**config.mk**
```make
export PLATFORM = sky130hd
export DESIGN_NAME = fpcvt_rr_scheduler_flat
export DESIGN_NICKNAME = d
export VERILOG_FILES = /design/src/rtl/fpcvt_rr_scheduler_if.sv /design/src/rtl/fpcvt_rr_scheduler.sv /design/src/flat_wrapper.sv
export SDC_FILE = /design/constraint.sdc
export NUM_CORES = 1
export LEC_CHECK = 0
export ABC_AREA = 1
export ABC_CLOCK_PERIOD_IN_PS = 3300
export BUFFER_PORTS_ARGS = -buffer_cell sky130_fd_sc_hd__buf_2
export CAP_MARGIN = 40
export CORE_UTILIZATION = 54
export CTS_CLUSTER_DIAMETER = 200
export DETAILED_ROUTE_END_ITERATION = 6
export GPL_TIMING_DRIVEN = 0
export HOLD_SLACK_MARGIN = 0.06
export PLACE_DENSITY = 0.8
export SYNTH_ARGS = -nofsm -noshare
export SYNTH_HDL_FRONTEND = slang
export SYNTH_SLANG_ARGS = --single-unit
export TNS_END_PERCENT = 10
```
**constraint.sdc**
```tcl
create_clock -name clk -period 3.3 [get_ports clk]
set_clock_uncertainty 0.2 [all_clocks]
set_input_delay 0.495 -clock clk [delete_from_list [all_inputs] [get_ports clk]]
set_output_delay 0.495 -clock clk [all_outputs]
set_load 0.01 [all_outputs]
```
**src/rtl/fpcvt_rr_scheduler_if.sv**
```systemverilog
// fpcvt_rr_scheduler_if: handshake bundle between the two sample sources, the scheduler and the consumer.
//   req0_valid/req0_data/req0_ready : requester 0 sample channel (12-bit two's complement)
//   req1_valid/req1_data/req1_ready : requester 1 sample channel (12-bit two's complement)
//   out_valid/out_ready             : converted result handshake
//   out_src/out_s/out_e/out_f       : result source tag and 8-bit float fields
//   master = sources/consumer side, slave = scheduler side
interface fpcvt_rr_scheduler_if;
   logic        req0_valid;
   logic [11:0] req0_data;
   logic        req0_ready;
   logic        req1_valid;
   logic [11:0] req1_data;
   logic        req1_ready;
   logic        out_valid;
   logic        out_ready;
   logic        out_src;
   logic        out_s;
   logic [2:0]  out_e;
   logic [3:0]  out_f;
   modport master (
      output req0_valid, req0_data, req1_valid, req1_data, out_ready,
      input  req0_ready, req1_ready, out_valid, out_src, out_s, out_e, out_f
   );
   modport slave (
      input  req0_valid, req0_data, req1_valid, req1_data, out_ready,
      output req0_ready, req1_ready, out_valid, out_src, out_s, out_e, out_f
   );
endinterface

```
**src/rtl/fpcvt_rr_scheduler.sv**
```systemverilog
// fpcvt_rr_scheduler: round-robin sharing of one 12-bit to 8-bit float converter between two requesters.
//   clk    : system clock
//   rst    : synchronous active-high reset
//   bus    : slave side of fpcvt_rr_scheduler_if (two request channels, one result channel)
//   cnt0_o : samples accepted from requester 0 (wraps)
//   cnt1_o : samples accepted from requester 1 (wraps)
module fpcvt_rr_scheduler #(
   parameter int CNT_W = 8
) (
   input  logic                 clk,
   input  logic                 rst,
   fpcvt_rr_scheduler_if.slave  bus,
   output logic [CNT_W-1:0]     cnt0_o,
   output logic [CNT_W-1:0]     cnt1_o
);
   logic             a_valid_q, a_valid_d, a_src_q, a_src_d;
   logic [11:0]      a_data_q, a_data_d;
   logic             b_valid_q, b_valid_d, b_src_q, b_src_d, b_s_q, b_s_d;
   logic [2:0]       b_e_q, b_e_d;
   logic [3:0]       b_f_q, b_f_d;
   logic             last_q, last_d;
   logic [CNT_W-1:0] cnt0_q, cnt0_d, cnt1_q, cnt1_d;
   logic             b_load, a_accept, gnt, xfer0, xfer1;
   logic             cv_s;
   logic [2:0]       cv_e;
   logic [3:0]       cv_f;
   logic [11:0]      mag12, rbits;
   logic [10:0]      mag;
   logic [4:0]       rsum;

   // Shared converter. The most-negative input has no positive twin, so the
   // magnitude is clamped to 0x7FF; the exponent is the position of the leading
   // one above bit 3, and the bit just below the 4-bit significand rounds it.
   always_comb begin
      cv_s  = a_data_q[11];
      mag12 = cv_s ? (~a_data_q + 12'd1) : a_data_q;
      mag   = mag12[11] ? 11'h7FF : mag12[10:0];
      cv_e  = 3'd0;
      for (int i = 4; i <= 10; i++)
         if (mag[i]) cv_e = 3'(i - 3);
      rbits = {mag, 1'b0} >> cv_e;
      rsum  = {1'b0, rbits[4:1]} + {4'd0, rbits[0]};
      cv_f  = rsum[3:0];
      if (rsum[4]) begin
         cv_f = (cv_e == 3'd7) ? 4'hF : 4'h8;
         cv_e = (cv_e == 3'd7) ? 3'd7 : cv_e + 3'd1;
      end
   end

   always_comb begin
      b_load    = a_valid_q & (~b_valid_q | bus.out_ready);
      a_accept  = ~a_valid_q | b_load;
      // A lone requester wins; a contested cycle goes to whoever was not granted last.
      gnt       = (bus.req0_valid & bus.req1_valid) ? ~last_q : bus.req1_valid;
      xfer0     = a_accept & bus.req0_valid & ~gnt & ~rst;
      xfer1     = a_accept & bus.req1_valid & gnt & ~rst;
      a_valid_d = xfer0 | xfer1 | (a_valid_q & ~b_load);
      a_data_d  = xfer1 ? bus.req1_data : xfer0 ? bus.req0_data : a_data_q;
      a_src_d   = xfer1 ? 1'b1 : xfer0 ? 1'b0 : a_src_q;
      last_d    = xfer1 ? 1'b1 : xfer0 ? 1'b0 : last_q;
      b_valid_d = b_load | (b_valid_q & ~bus.out_ready);
      b_src_d   = b_load ? a_src_q : b_src_q;
      b_s_d     = b_load ? cv_s : b_s_q;
      b_e_d     = b_load ? cv_e : b_e_q;
      b_f_d     = b_load ? cv_f : b_f_q;
      cnt0_d    = cnt0_q + CNT_W'(xfer0);
      cnt1_d    = cnt1_q + CNT_W'(xfer1);
   end

   always_ff @(posedge clk) begin
      if (rst) begin
         a_valid_q <= 1'b0;
         a_data_q  <= '0;
         a_src_q   <= 1'b0;
         b_valid_q <= 1'b0;
         b_src_q   <= 1'b0;
         b_s_q     <= 1'b0;
         b_e_q     <= '0;
         b_f_q     <= '0;
         last_q    <= 1'b1;
         cnt0_q    <= '0;
         cnt1_q    <= '0;
      end else begin
         a_valid_q <= a_valid_d;
         a_data_q  <= a_data_d;
         a_src_q   <= a_src_d;
         b_valid_q <= b_valid_d;
         b_src_q   <= b_src_d;
         b_s_q     <= b_s_d;
         b_e_q     <= b_e_d;
         b_f_q     <= b_f_d;
         last_q    <= last_d;
         cnt0_q    <= cnt0_d;
         cnt1_q    <= cnt1_d;
      end
   end

   assign bus.req0_ready = xfer0;
   assign bus.req1_ready = xfer1;
   assign bus.out_valid  = b_valid_q;
   assign bus.out_src    = b_src_q;
   assign bus.out_s      = b_s_q;
   assign bus.out_e      = b_e_q;
   assign bus.out_f      = b_f_q;
   assign cnt0_o         = cnt0_q;
   assign cnt1_o         = cnt1_q;
endmodule

```
**src/flat_wrapper.sv**
```systemverilog
// flat-port wrapper written by rule: the top's interface ports become plain ports
module fpcvt_rr_scheduler_flat 
#(
   parameter int CNT_W = 8
)
  (clk, rst, cnt0_o, cnt1_o, bus_req0_valid, bus_req0_data, bus_req1_valid, bus_req1_data, bus_out_ready, bus_req0_ready, bus_req1_ready, bus_out_valid, bus_out_src, bus_out_s, bus_out_e, bus_out_f);
  fpcvt_rr_scheduler_if bus_i ();
  input  logic clk;
  input  logic rst;
  output logic [CNT_W-1:0] cnt0_o;
  output logic [CNT_W-1:0] cnt1_o;
  input wire logic [$bits(bus_i.req0_valid)-1:0] bus_req0_valid;
  input wire logic [$bits(bus_i.req0_data)-1:0] bus_req0_data;
  input wire logic [$bits(bus_i.req1_valid)-1:0] bus_req1_valid;
  input wire logic [$bits(bus_i.req1_data)-1:0] bus_req1_data;
  input wire logic [$bits(bus_i.out_ready)-1:0] bus_out_ready;
  output wire logic [$bits(bus_i.req0_ready)-1:0] bus_req0_ready;
  output wire logic [$bits(bus_i.req1_ready)-1:0] bus_req1_ready;
  output wire logic [$bits(bus_i.out_valid)-1:0] bus_out_valid;
  output wire logic [$bits(bus_i.out_src)-1:0] bus_out_src;
  output wire logic [$bits(bus_i.out_s)-1:0] bus_out_s;
  output wire logic [$bits(bus_i.out_e)-1:0] bus_out_e;
  output wire logic [$bits(bus_i.out_f)-1:0] bus_out_f;
  assign bus_i.req0_valid = bus_req0_valid;
  assign bus_i.req0_data = bus_req0_data;
  assign bus_i.req1_valid = bus_req1_valid;
  assign bus_i.req1_data = bus_req1_data;
  assign bus_i.out_ready = bus_out_ready;
  assign bus_req0_ready = bus_i.req0_ready;
  assign bus_req1_ready = bus_i.req1_ready;
  assign bus_out_valid = bus_i.out_valid;
  assign bus_out_src = bus_i.out_src;
  assign bus_out_s = bus_i.out_s;
  assign bus_out_e = bus_i.out_e;
  assign bus_out_f = bus_i.out_f;
  fpcvt_rr_scheduler #(.CNT_W(CNT_W)) u_core (.clk(clk), .rst(rst), .bus(bus_i), .cnt0_o(cnt0_o), .cnt1_o(cnt1_o));
endmodule
```
== Word level (Yosys, flattened, before mapping) ==
Index checks and enable logic that the tools add are counted.

* Register bits: 41
* Output and inout port bits: 28
* Word-level logic and storage cells: 61

* Add/sub/neg operators: 5
* Equality and inequality tests: 1
* Shifts and indexed selects: 1
* Muxes and demuxes: 18
* Bitwise operators: 23
* Reduce and logical (&&, ||, !) cells: 2

{| class="wikitable"
|+ Operators by type and width
! kind !! number
|-
| $mux 12 || 3
|-
| $mux 3 || 7
|-
| $add 8x1->8 || 2
|-
| $add 12x1->12 const B || 1
|-
| $not 12->12 || 1
|-
| $shr 12x3->5 || 1
|-
| $mux 11 || 1
|-
| $and 1x1->1 || 10
|-
| $not 1->1 || 7
|-
| $add 4x1->5 || 1
|-
| $or 1x1->1 || 5
|-
| $mux 1 || 4
|-
| $mux 2 || 2
|-
| $mux 4 || 1
|-
| $add 3x1->3 const B || 1
|-
| $eq 3x3->1 const B || 1
|-
| $reduce_bool 2->1 || 1
|-
| $reduce_or 2->1 || 1
|}

== Logic depth before layout (Yosys ltp) ==
Gate-level depths: netlist of the first run.

* Depth in word-level cells: 14
* Depth in mapped cells: 26
* Gate-level depth less buffers: 25

== Worst setup path after synthesis of the first run ==
No wires, ideal clock.

* Path type: register -> register
* Start point: reg u_core.a_data_q[1]
* End point: reg u_core.b_f_q[0] (netlist: u_core.bus.out_f[0])
* Library setup time: 0.113 ns
* Arrival time: 2.665 ns
* Slack: 0.322 ns
* Cell stages (with the launch flop): 24
* Path buffers: 1
* Period minus slack after synthesis: 2.978 ns
* Cell sequence: dfxtp_1 -> inv_1 -> ha_1 -> nand2_1 -> nor2_2 -> o21ai_0 -> nand3_2 -> nor2_2 -> nand2_4 -> nand2_4 -> buf_6 -> nand2_2 -> nand3_2 -> nand2_1 -> o21ai_0 -> inv_1 -> ha_1 -> ha_1 -> nand2_4 -> nor2_8 -> nand2_2 -> nand2_1 -> o21ai_1 -> inv_1

* Word-level cells in the longest chain between the ends: 14

{| class="wikitable"
|+ RTL lines
! element !! RTL line !! text
|-
| start: declaration || fpcvt_rr_scheduler.sv:17 || <nowiki>logic [11:0] a_data_q, a_data_d;</nowiki>
|-
| start signal: assignment || fpcvt_rr_scheduler.sv:85 || <nowiki>a_data_q <= a_data_d;</nowiki>
|-
| $not 12->12 || fpcvt_rr_scheduler.sv:36 || <nowiki>mag12 = cv_s ? (~a_data_q + 12'd1) : a_data_q;</nowiki>
|-
| $add 12x1->12 || fpcvt_rr_scheduler.sv:36 ||
|-
| $mux 12 (*) || fpcvt_rr_scheduler.sv:36 ||
|-
| $mux 11 (*) || fpcvt_rr_scheduler.sv:37 || <nowiki>mag = mag12[11] ? 11'h7FF : mag12[10:0];</nowiki>
|-
| $mux 1 || fpcvt_rr_scheduler.sv:40 || <nowiki>if (mag[i]) cv_e = 3'(i - 3);</nowiki>
|-
| $mux 2 (2 in series) || fpcvt_rr_scheduler.sv:40 ||
|-
| $mux 3 (4 in series) || fpcvt_rr_scheduler.sv:40 ||
|-
| $shr 12x3->5 / $eq 3x3->1 (equally long branches) || fpcvt_rr_scheduler.sv:41, fpcvt_rr_scheduler.sv:45 ||
|-
| $add 4x1->5 / $mux 3 (equally long branches) || fpcvt_rr_scheduler.sv:42, fpcvt_rr_scheduler.sv:45 ||
|-
| $mux 4 (*) || fpcvt_rr_scheduler.sv:44 || <nowiki>if (rsum[4]) begin</nowiki>
|-
| end signal: assignment || fpcvt_rr_scheduler.sv:79 || <nowiki>b_f_q <= '0;</nowiki>
|-
| end signal: assignment || fpcvt_rr_scheduler.sv:91 || <nowiki>b_f_q <= b_f_d;</nowiki>
|-
| end: declaration || fpcvt_rr_scheduler.sv:20 || <nowiki>logic [3:0] b_f_q, b_f_d;</nowiki>
|}

Every way passes the cells marked *; elsewhere a longest branch is shown, timed or not.
A chain may end at the register's enable or synchronous reset.

== Worst setup path in the final report of the first run ==
* Start point: reg u_core.a_data_q[3]
* End point: reg u_core.b_f_q[1] (netlist: u_core.bus.out_f[1])

The elaborated chain is that of the path after synthesis.

==> metrics.cfg, run 1 <==
[power]
power.density_nw_per_um2=536.0
finalPower_mw=1.662
p_leak_nw=1.548
vdd_drop_max_v=0.0002609

[die]
chipHeight_um=70.35
rows=24
core_area_um2=4414
pin_count=57
dieArea_um2=4948
start_util_pct=57.14
die_w_um=70.35

[yosys]
synth_fp_nets=415
ys.warnings.count=0
synth_largest_area_cell=dfxtp_1
ys_ff_latch=41
synth_top_family_by_area=simple AND/OR/NAND/NOR gates
syn-cell-area_um2=2522
synth_compound_area_share_pct=13.84
synth_area_per_cell_um2=6.673
synth.distinct_cells=32
synth-adder-area-share_pct=3.968
synth_cells=378
yosys.area_share.xor_xnor_pct=2.083
synthMuxAreaShare_pct=0
synth_area_leaders=dfxtp_1, nand2_1, nand3_1, inv_1, nor2_1
yosysSeqAreaShare_pct=32.54
synth-simple-area-share_pct=37.20
synth_top_area_share_pct=32.54

[setup_path]
crit-reg2reg-launch=u_core.a_data_q[3]
r2r_slack_ps=190
crit_path_end_kind=flip-flop
cp-endpoint=u_core.bus.out_f[1]
cp-start-kind=flip-flop
worst-path-max-fanout=10
rr_endpoint=u_core.bus.out_f[1]
reg2reg_depth=22
critPathRequiredTime_ps=3300
worst_ep_arrival_time_ps=3110
criticalPathCategory=reg -> reg
crit_path_start=u_core.a_data_q[3]

[clocking]
cts_root_buf=clkbuf_8
clockBufferDepth=2
cts_sinks=41
cts_max_level=2
clk_pin_slew_ps=80
clock_latency_ps=290
cts_tree=yes
cts_buffers=5

[sta]
hold_violations=0
worst_slack_ps=185.3
worst_slew_pin_slew_ps=503.2
fmax_ghz=0.3211
tns_ps=0
slew_headroom_pct=66.45
timing.final.max_slew_violations=0
timing.final.crit_share_pct=94.38
setup_viol=0
fin_crit_ps=3115

[global_route]
grt.overflow.total=0
grt_usage_pct=23.29
grt_pass1_vias=2272
grt_max_degree=13
antenna_found_initial=0
grt_pass1_wl_mm=9.418

[final_layout]
final_nets=486
synthToLayoutAreaGrowth_pct=22.92
fin_util_pct=70.24
n_fill_cell=379
drive_gt1_share_pct=27.62
final_cell_mix=nand2_1, buf_2, inv_1
final_area_um2=3100
layout_commonest_cell=nand2_1
antenna_cells=0

[detailed_routing]
initialDrtViolationCount=174
drc_errors=0
final_antenna_net_count=0
post_drt_via_cell_ratio=5.230
vias=2620
avgRoutedWirePerCell_um=11.49
first_pass_iters=4
wl_mm=5.758

[place]
place_ws_ps=-18.05
port_buffers=55
gp_congestion=0.8686
dp_hpwl_mm=4.239
place_area_um2=2863

[flow_run]
maxCapViolations=0

[hold_path]
min-delay-path-class=in -> reg

[status]
status=finished clean

[power by group]
| part | switching, mW | internal [mW] | total (mW) |
|---|---|---|---|
| clock | 0.174 | 0.147 | 0.321 |
| combinational | 0.477 | 0.318 | 0.796 |
| sequential | 0.0210 | 0.524 | 0.545 |
[per-layer routing]
metal	GRT usage, %	part of all wire [%]
met5	0	0
met4	6.444	0.90
met3	4.762	6.3
met2	39.37	49
met1	29.87	43
[worst min path at each step]
stage                        startpoint              endpoint  slack, ps  cells past startpoint
finish                 bus_req0_data[4]    u_core.a_data_q[4]        250                      3
floorplan              u_core.a_valid_q  u_core.bus.out_valid        240                      2
CTS                    bus_req1_data[2]    u_core.a_data_q[2]        250                      3
global route           bus_req0_data[4]    u_core.a_data_q[4]        260                      3
global placement    u_core.bus.out_e[0]   u_core.bus.out_e[0]        250                      2
detailed placement  u_core.bus.out_e[0]   u_core.bus.out_e[0]        250                      2
[sequential cells by signal, indices dropped and copies added (netlist names)]
name                  cells
u_core.last_q             1
u_core.a_data_q          12
u_core.bus.out_valid      1
u_core.a_valid_q          1
u_core.bus.out_e          3
u_core.bus.out_src        1
u_core.a_src_q            1
u_core.bus.out_s          1
u_core.bus.out_f          4
u_core.cnt0_o             8
u_core.cnt1_o             8
[cell usage after synthesis, drive strengths merged]
master,number
a221o,1
nand3b,1
clkbuf,7
nor2,52
a31oi,14
xnor2,3
and2,1
nand4,1
inv,51
o32ai,1
dfxtp,41
nand3,44
ha,8
xor2,3
nand2,90
a211oi,1
a21oi,18
nor3,5
o21ai,29
buf,6
nor4,1
[cell families after synthesis]
group                    count (synthesis)
XOR/XNOR                                 6
AND/OR/NAND/NOR                        195
AO/OA/AOI/OAI                           64
buffers and inverters                   64
flip-flops                              41
adder cells (fa/ha/maj)                  8
[stage by stage]
| step | instances | hold slack [ps] |
|---|---|---|
| final | 501 | 254.3 |
| after global routing | 501 | 258.7 |
| after floorplan | 378 | 243.8 |
| after global placement | 485 | 254.0 |
| after detailed placement | 485 | 251.7 |
| after CTS | 492 | 252.6 |
[repair_timing]
item | CTS | global route
gates resized for setup | 2 | 25
setup buffers | 0 | 9
pin swaps | 0 | 8
hold buffers | 0 | 0
setup endpoints to repair | 4 | 7
[worst max-delay path, stage by stage, from the launching register on]
cell,delay (ps)
dfxtp_2,350
nor2_2,120
nand2_1,90
nor2_4,150
nand2_2,70
buf_6,150
nand2_2,80
nand2_1,50
nand2_1,80
nand2_2,60
nand2_4,110
nand2_4,60
buf_6,140
o21ai_1,130
a21oi_1,70
o32ai_2,270
ha_2,250
ha_4,150
nand2_4,70
nor2_8,150
nor2_1,60
o21ai_1,120
inv_1,40
[layout make-up]
| cell class | count | area (um^2) | area share (%) |
|---|---|---|---|
| sequential | 41 | 825.8 | 26.63 |
| tap | 52 | 65.06 | 2.098 |
| inverter | 51 | 193.9 | 6.255 |
| multi-input combinational | 273 | 1524 | 49.15 |
| clock buffer | 6 | 72.57 | 2.341 |
| timing repair buffer | 64 | 342.8 | 11.06 |
| clock inverter | 1 | 8.758 | 0.2825 |
| buffer | 13 | 67.56 | 2.179 |
Power figures use the tool's default switching activity.
==> run 2, diff against run 1 <==
RECOVER_POWER = 100   (was default)
==> metrics.cfg, run 2 (synthesized netlist as in run 1, its figures left out) <==
[place]
dp_cells=485
port_buffers=55
dp_hpwl_mm=4.239
place_ws_ps=-18.05
gp_congestion=0.8686
place_area_um2=2863

[setup_path]
crit_chain=nor2_2 > nand2_1 > nor2_4 > nand2_2 > buf_6 > nand2_2 > nand2_1 > nand2_1 > nand2_2 > nand2_4 > nand2_4 > buf_6 > o21ai_1 > a21oi_1 > o32ai_2 > ha_2 > ha_4 > nand2_4 > nor2_8 > nor2_1 > o21ai_1 > inv_1
worst_ep_arrival_time_ps=3110
crit-reg2reg-launch=u_core.a_data_q[3]
worst-path-max-fanout=10
cp-start-kind=flip-flop
r2r_slack_ps=180
critPathRequiredTime_ps=3300
rr_endpoint=u_core.bus.out_f[1]
reg2reg_depth=22
criticalPathCategory=reg -> reg
cpMaxStageDelayCell=dfxtp_2
slowest_delay_ps=350
crit_path_end_kind=flip-flop

[sta]
timing.final.max_slew_violations=0
setup_viol=0
worst_slew_pin_slew_ps=501.1
timing.final.crit_share_pct=94.42
slew_headroom_pct=66.59
fmax_ghz=0.3209
worst_slack_ps=184.1
tns_ps=0
hold_violations=0
fin_crit_ps=3116

[detailed_routing]
vias=2610
wl_mm=5.740
first_pass_iters=4
post_drt_via_cell_ratio=5.210
final_antenna_net_count=0
initialDrtViolationCount=157
drc_errors=0
avgRoutedWirePerCell_um=11.46

[clocking]
cts_buffers=5
cts_sinks=41
cts_root_buf=clkbuf_8
cts_tree=yes
clockBufferDepth=2
clock_latency_ps=290
cts_max_level=2
hold_buffers=0
clk_pin_slew_ps=80

[power]
vdd_drop_max_v=0.0002626
p_leak_nw=1.429
power.density_nw_per_um2=541.8

[hold_path]
whs_path_depth=3
hp-start=bus_req0_data[4]
min-delay-path-class=in -> reg
holdPathEnd=u_core.a_data_q[4]

[final_layout]
final_cell_mix=nand2_1, inv_1, nor2_1
largest_reg_flops=12
final_nets=486
layout_commonest_cell=nand2_1
drive_gt1_share_pct=21.38
antenna_cells=0
fin_cells=501
synthToLayoutAreaGrowth_pct=21.53
final_area_um2=3065
largest-register=u_core.a_data_q
fin_util_pct=69.44

[global_route]
grt_pass1_vias=2272
grt.overflow.total=0
grt_usage_pct=23.29
antenna_found_initial=0
grt_max_degree=13
grt_pass1_wl_mm=9.418

[die]
chipHeight_um=70.35
start_util_pct=57.14
dieArea_um2=4948
die_w_um=70.35
core_area_um2=4414
rows=24
pin_count=57

[status]
status=finished clean

[flow_run]
maxCapViolations=0

[run 2: worst max-delay path, delay by kind of cell, from the launching register on]
kind / cells / cell delay, ps
compound gates: 4 / 600
fa+ha+maj: 2 / 400
buf+inv: 3 / 330
flops: 1 / 350
simple gates: 13 / 1150
[run 2: stage by stage]
step,hold slack [ps],power [mW]
3_3_place_gp,254.0,1.219
2_1_floorplan,243.8,1.102
6_report,251.7,1.661
5_1_grt,258.7,1.779
4_1_cts,252.6,1.564
3_5_place_dp,251.7,1.237
[run 2: routing by layer]
layer	vias to the layer above	routed length (um)	GRT usage [%]
li1	1371	-	-
met1	1162	2591	29.87
met2	71	2794	39.37
met3	6	302	4.762
met4	0	52	6.444
met5	-	0	0
[run 2: where the power goes]
part	total [mW]	switching, mW	internal [mW]
Clock	0.323	0.176	0.147
Combinational	0.792	0.478	0.314
Sequential	0.546	0.0214	0.524
Total	1.66	0.676	0.985
[run 2: repair_timing]
action	in CTS	in global routing
gates resized for setup	2	25
setup buffers	0	9
pin swaps	0	8
endpoints found under the hold margin	0	0
setup endpoints to repair	4	7
[run 2: final cells by class]
| cell class | count | area [um^2] |
|---|---|---|
| Multi-Input combinational cell | 273 | 1524 |
| Fill cell | 396 | 1349 |
| Sequential cell | 41 | 825.8 |
| Timing Repair Buffer | 64 | 307.8 |
| Inverter | 51 | 193.9 |
| Clock buffer | 6 | 72.57 |
| Buffer | 13 | 67.56 |
| Tap cell | 52 | 65.06 |
| Clock inverter | 1 | 8.758 |
[run 2: worst max-delay path by stage]
stage | startpoint | endpoint | slack (ps) | cells past startpoint
CTS | u_core.a_data_q[0] | u_core.bus.out_e[1] | 10 | 22
global placement | u_core.a_data_q[0] | u_core.bus.out_e[0] | 50 | 22
finish | u_core.a_data_q[3] | u_core.bus.out_f[1] | 180 | 22
global route | u_core.a_data_q[0] | u_core.bus.out_f[0] | -40 | 23
floorplan | u_core.a_data_q[1] | u_core.bus.out_f[0] | 320 | 23
detailed placement | u_core.a_data_q[0] | u_core.bus.out_e[1] | -20 | 22
==> run 3, diff against run 2 <==
ABC_AREA = default   (was 1)
SLEW_MARGIN = 10   (was default)
==> metrics.cfg, run 3 <==
[global_route]
grt_max_degree=15
grt_usage_pct=25.54
antenna_found_initial=0
grt.overflow.total=0
grt_pass1_vias=2366
grt_pass1_wl_mm=10.54

[final_layout]
final_area_um2=3072
n_fill_cell=382
antenna_cells=0
multi_input_area_um2=1683
drive_gt1_share_pct=16.54
largest_reg_flops=12
fin_cells=445
seqCellArea_um2=825.8
final_cell_mix=clkbuf_1, nand2_1, nor2_1
final_nets=429
largest-register=u_core.a_data_q
synthToLayoutAreaGrowth_pct=20.40

[yosys]
synth_top_area_share_pct=32.17
synth-main-ff-cell=dfxtp_1
synth_edf_count=0
synth_async_sr_flop_share_pct=0
ys_ff_latch=41
synth_area_per_cell_um2=7.754
syn-cell-area_um2=2551
synth_commonest_cells=nand2_1, dfxtp_1, nor2_1, a21oi_1, nand3_1
synth.distinct_cells=58
ys.warnings.count=0
synth_fp_nets=366
synth_largest_area_cell=dfxtp_1
synth_area_leaders=dfxtp_1, nand2_1, nor2_1, a311oi_1, a21oi_1
yosysSeqAreaShare_pct=32.17
yosys.cell_count.top_type=nand2_1
synth_cells=329

[place]
place_area_um2=2920
port_buffers=55
dp_hpwl_mm=4.644
dp_cells=436
gp_congestion=0.9699

[power]
finalPower_mw=1.603
vdd_drop_max_v=0.0003301
p_leak_nw=1.218
power.density_nw_per_um2=521.7

[die]
chipHeight_um=70.74
start_util_pct=57.40
rows=24
die_w_um=70.74
core_area_um2=4444
pin_count=57
dieArea_um2=5003

[setup_path]
crit_path_start=u_core.a_data_q[5]
slowest_delay_ps=580
cp_common_cell=or4_4
rr_endpoint=u_core.bus.out_f[2]
crit_chain=or4_4 > or4_4 > a221o_1 > and2_4 > a21oi_4 > mux2_4 > o21a_1 > mux2i_1 > ha_2 > ha_1 > inv_2 > a221oi_2 > o31ai_1 > and2_1
worst-path-max-fanout=5
critPathTopFamily=simple AND/OR/NAND/NOR gates
cp-endpoint=u_core.bus.out_f[2]
cp-start-kind=flip-flop
critPathRequiredTime_ps=3300
crit_cells=14
crit-reg2reg-launch=u_core.a_data_q[5]
crit_path_end_kind=flip-flop
cp_num_buf_inv=1
cpMaxStageDelayCell=or4_4
worst_ep_arrival_time_ps=3920
criticalPathCategory=reg -> reg
reg2reg_depth=14
r2r_slack_ps=-620

[sta]
slew_headroom_pct=47.34
worst_slew_pin_slew_ps=783.8
timing.final.crit_share_pct=118.9
fin_crit_ps=3923
worst_slack_ps=-622.7
hold_violations=0
timing.final.max_slew_violations=0
setup_viol=7
rsz0062_at_grt=yes
fmax_ghz=0.2549

[clocking]
cts_sinks=41
cts_buffers=5
cts_tree=yes
clock_latency_ps=300
clk_pin_slew_ps=90
cts_max_level=2
clockBufferDepth=2
cts_root_buf=clkbuf_8
hold_buffers=0

[detailed_routing]
drc_errors=4
vias=2603
wl_mm=6.394
avgRoutedWirePerCell_um=14.37
initialDrtViolationCount=142
final_antenna_net_count=0
first_pass_iters=6
post_drt_via_cell_ratio=5.849

[hold_path]
hp-start=bus_req0_data[5]
min-delay-path-class=in -> reg

[status]
status=finished with violations
violations=DRC, setup timing

[flow_run]
maxCapViolations=0

run 3: cell types whose count changed in the layout (fill, tap and decap cells not counted), sizes merged, moves of 7 or more:
cell and change:
a31oi -7, and3 +8, o21ai -22, buf -11, a311oi +14, inv -37, nand2 -47, nor2 -11
nand3 -27
run 3: per-layer routing:
metal | GRT usage (%) | vias to the layer above | part of all wire (%) | wire [um]
li1 | - | 1312 | - | -
met1 | 32.57 | 1207 | 45 | 2887
met2 | 43.70 | 78 | 49 | 3118
met3 | 5.840 | 6 | 5.3 | 338
met4 | 6.444 | 0 | 0.75 | 48
met5 | 0 | - | 0 | 0
run 3: area by class of cell:
class,instances,area share (%)
Clock inverter,3,2.240
Tap cell,52,2.118
Buffer,15,1.833
Inverter,13,1.589
Sequential cell,41,26.88
Clock buffer,5,2.240
Multi-Input combinational cell,259,54.79
Timing Repair Buffer,57,8.310
run 3: worst reg2reg max path, delay by kind of cell, from the launching register on:
kind	cells	cell delay [ps]
and+or+nand+nor	4	1370
muxes	2	460
buffers and inverters	1	60
adders and majority gates	2	340
AOI/OAI and AO/OA	5	1050
DFF	1	360
run 3: logic make-up after synthesis:
group	after synthesis	synth area share, %
adder cells (fa/ha/maj)	8	3.924
flip-flops	41	32.17
AND/OR/NAND/NOR	144	27.12
AO/OA/AOI/OAI	84	23.93
XOR/XNOR	16	5.493
multiplexers	7	3.090
buffers and inverters	29	4.267
run 3: worst min-delay path by stage:
stage,to,slack (ps),depth (start not counted)
after floorplan,u_core.bus.out_src,230,2
after detailed placement,u_core.bus.out_e[1],250,2
final,u_core.a_data_q[5],250,3
after global routing,u_core.a_data_q[2],270,3
after CTS,u_core.a_data_q[5],240,3
after global placement,u_core.bus.out_src,250,2
run 3: where the power goes:
group	leakage (nW)	internal, mW	switching (mW)
Clock	0.0687	0.304	0.181
Sequential	0.336	0.529	0.0300
Combinational	0.813	0.234	0.324
run 3: through the flow:
| stage | setup TNS, ps | setup WS [ps] | hold WS, ps | utilization, % |
|---|---|---|---|---|
| 3_3_place_gp | -5336 | -796.6 | 245.5 | 65.71 |
| 4_1_cts | -3858 | -581.4 | 244.1 | 69.48 |
| 2_1_floorplan | -3287 | -504.7 | 232.3 | - |
| 6_report | -4095 | -622.7 | 250.1 | 69.12 |
| 3_5_place_dp | -5325 | -792.8 | 253.3 | 65.71 |
| 5_1_grt | -5088 | -759.3 | 267.1 | 69.12 |
run 3: timing repair:
item | CTS | global route
pin swaps | 1 | 2
endpoints found under the hold margin | 0 | 0
gates resized for setup | 2 | 5
endpoints found under the setup margin | 7 | 7
setup buffers | 2 | 0
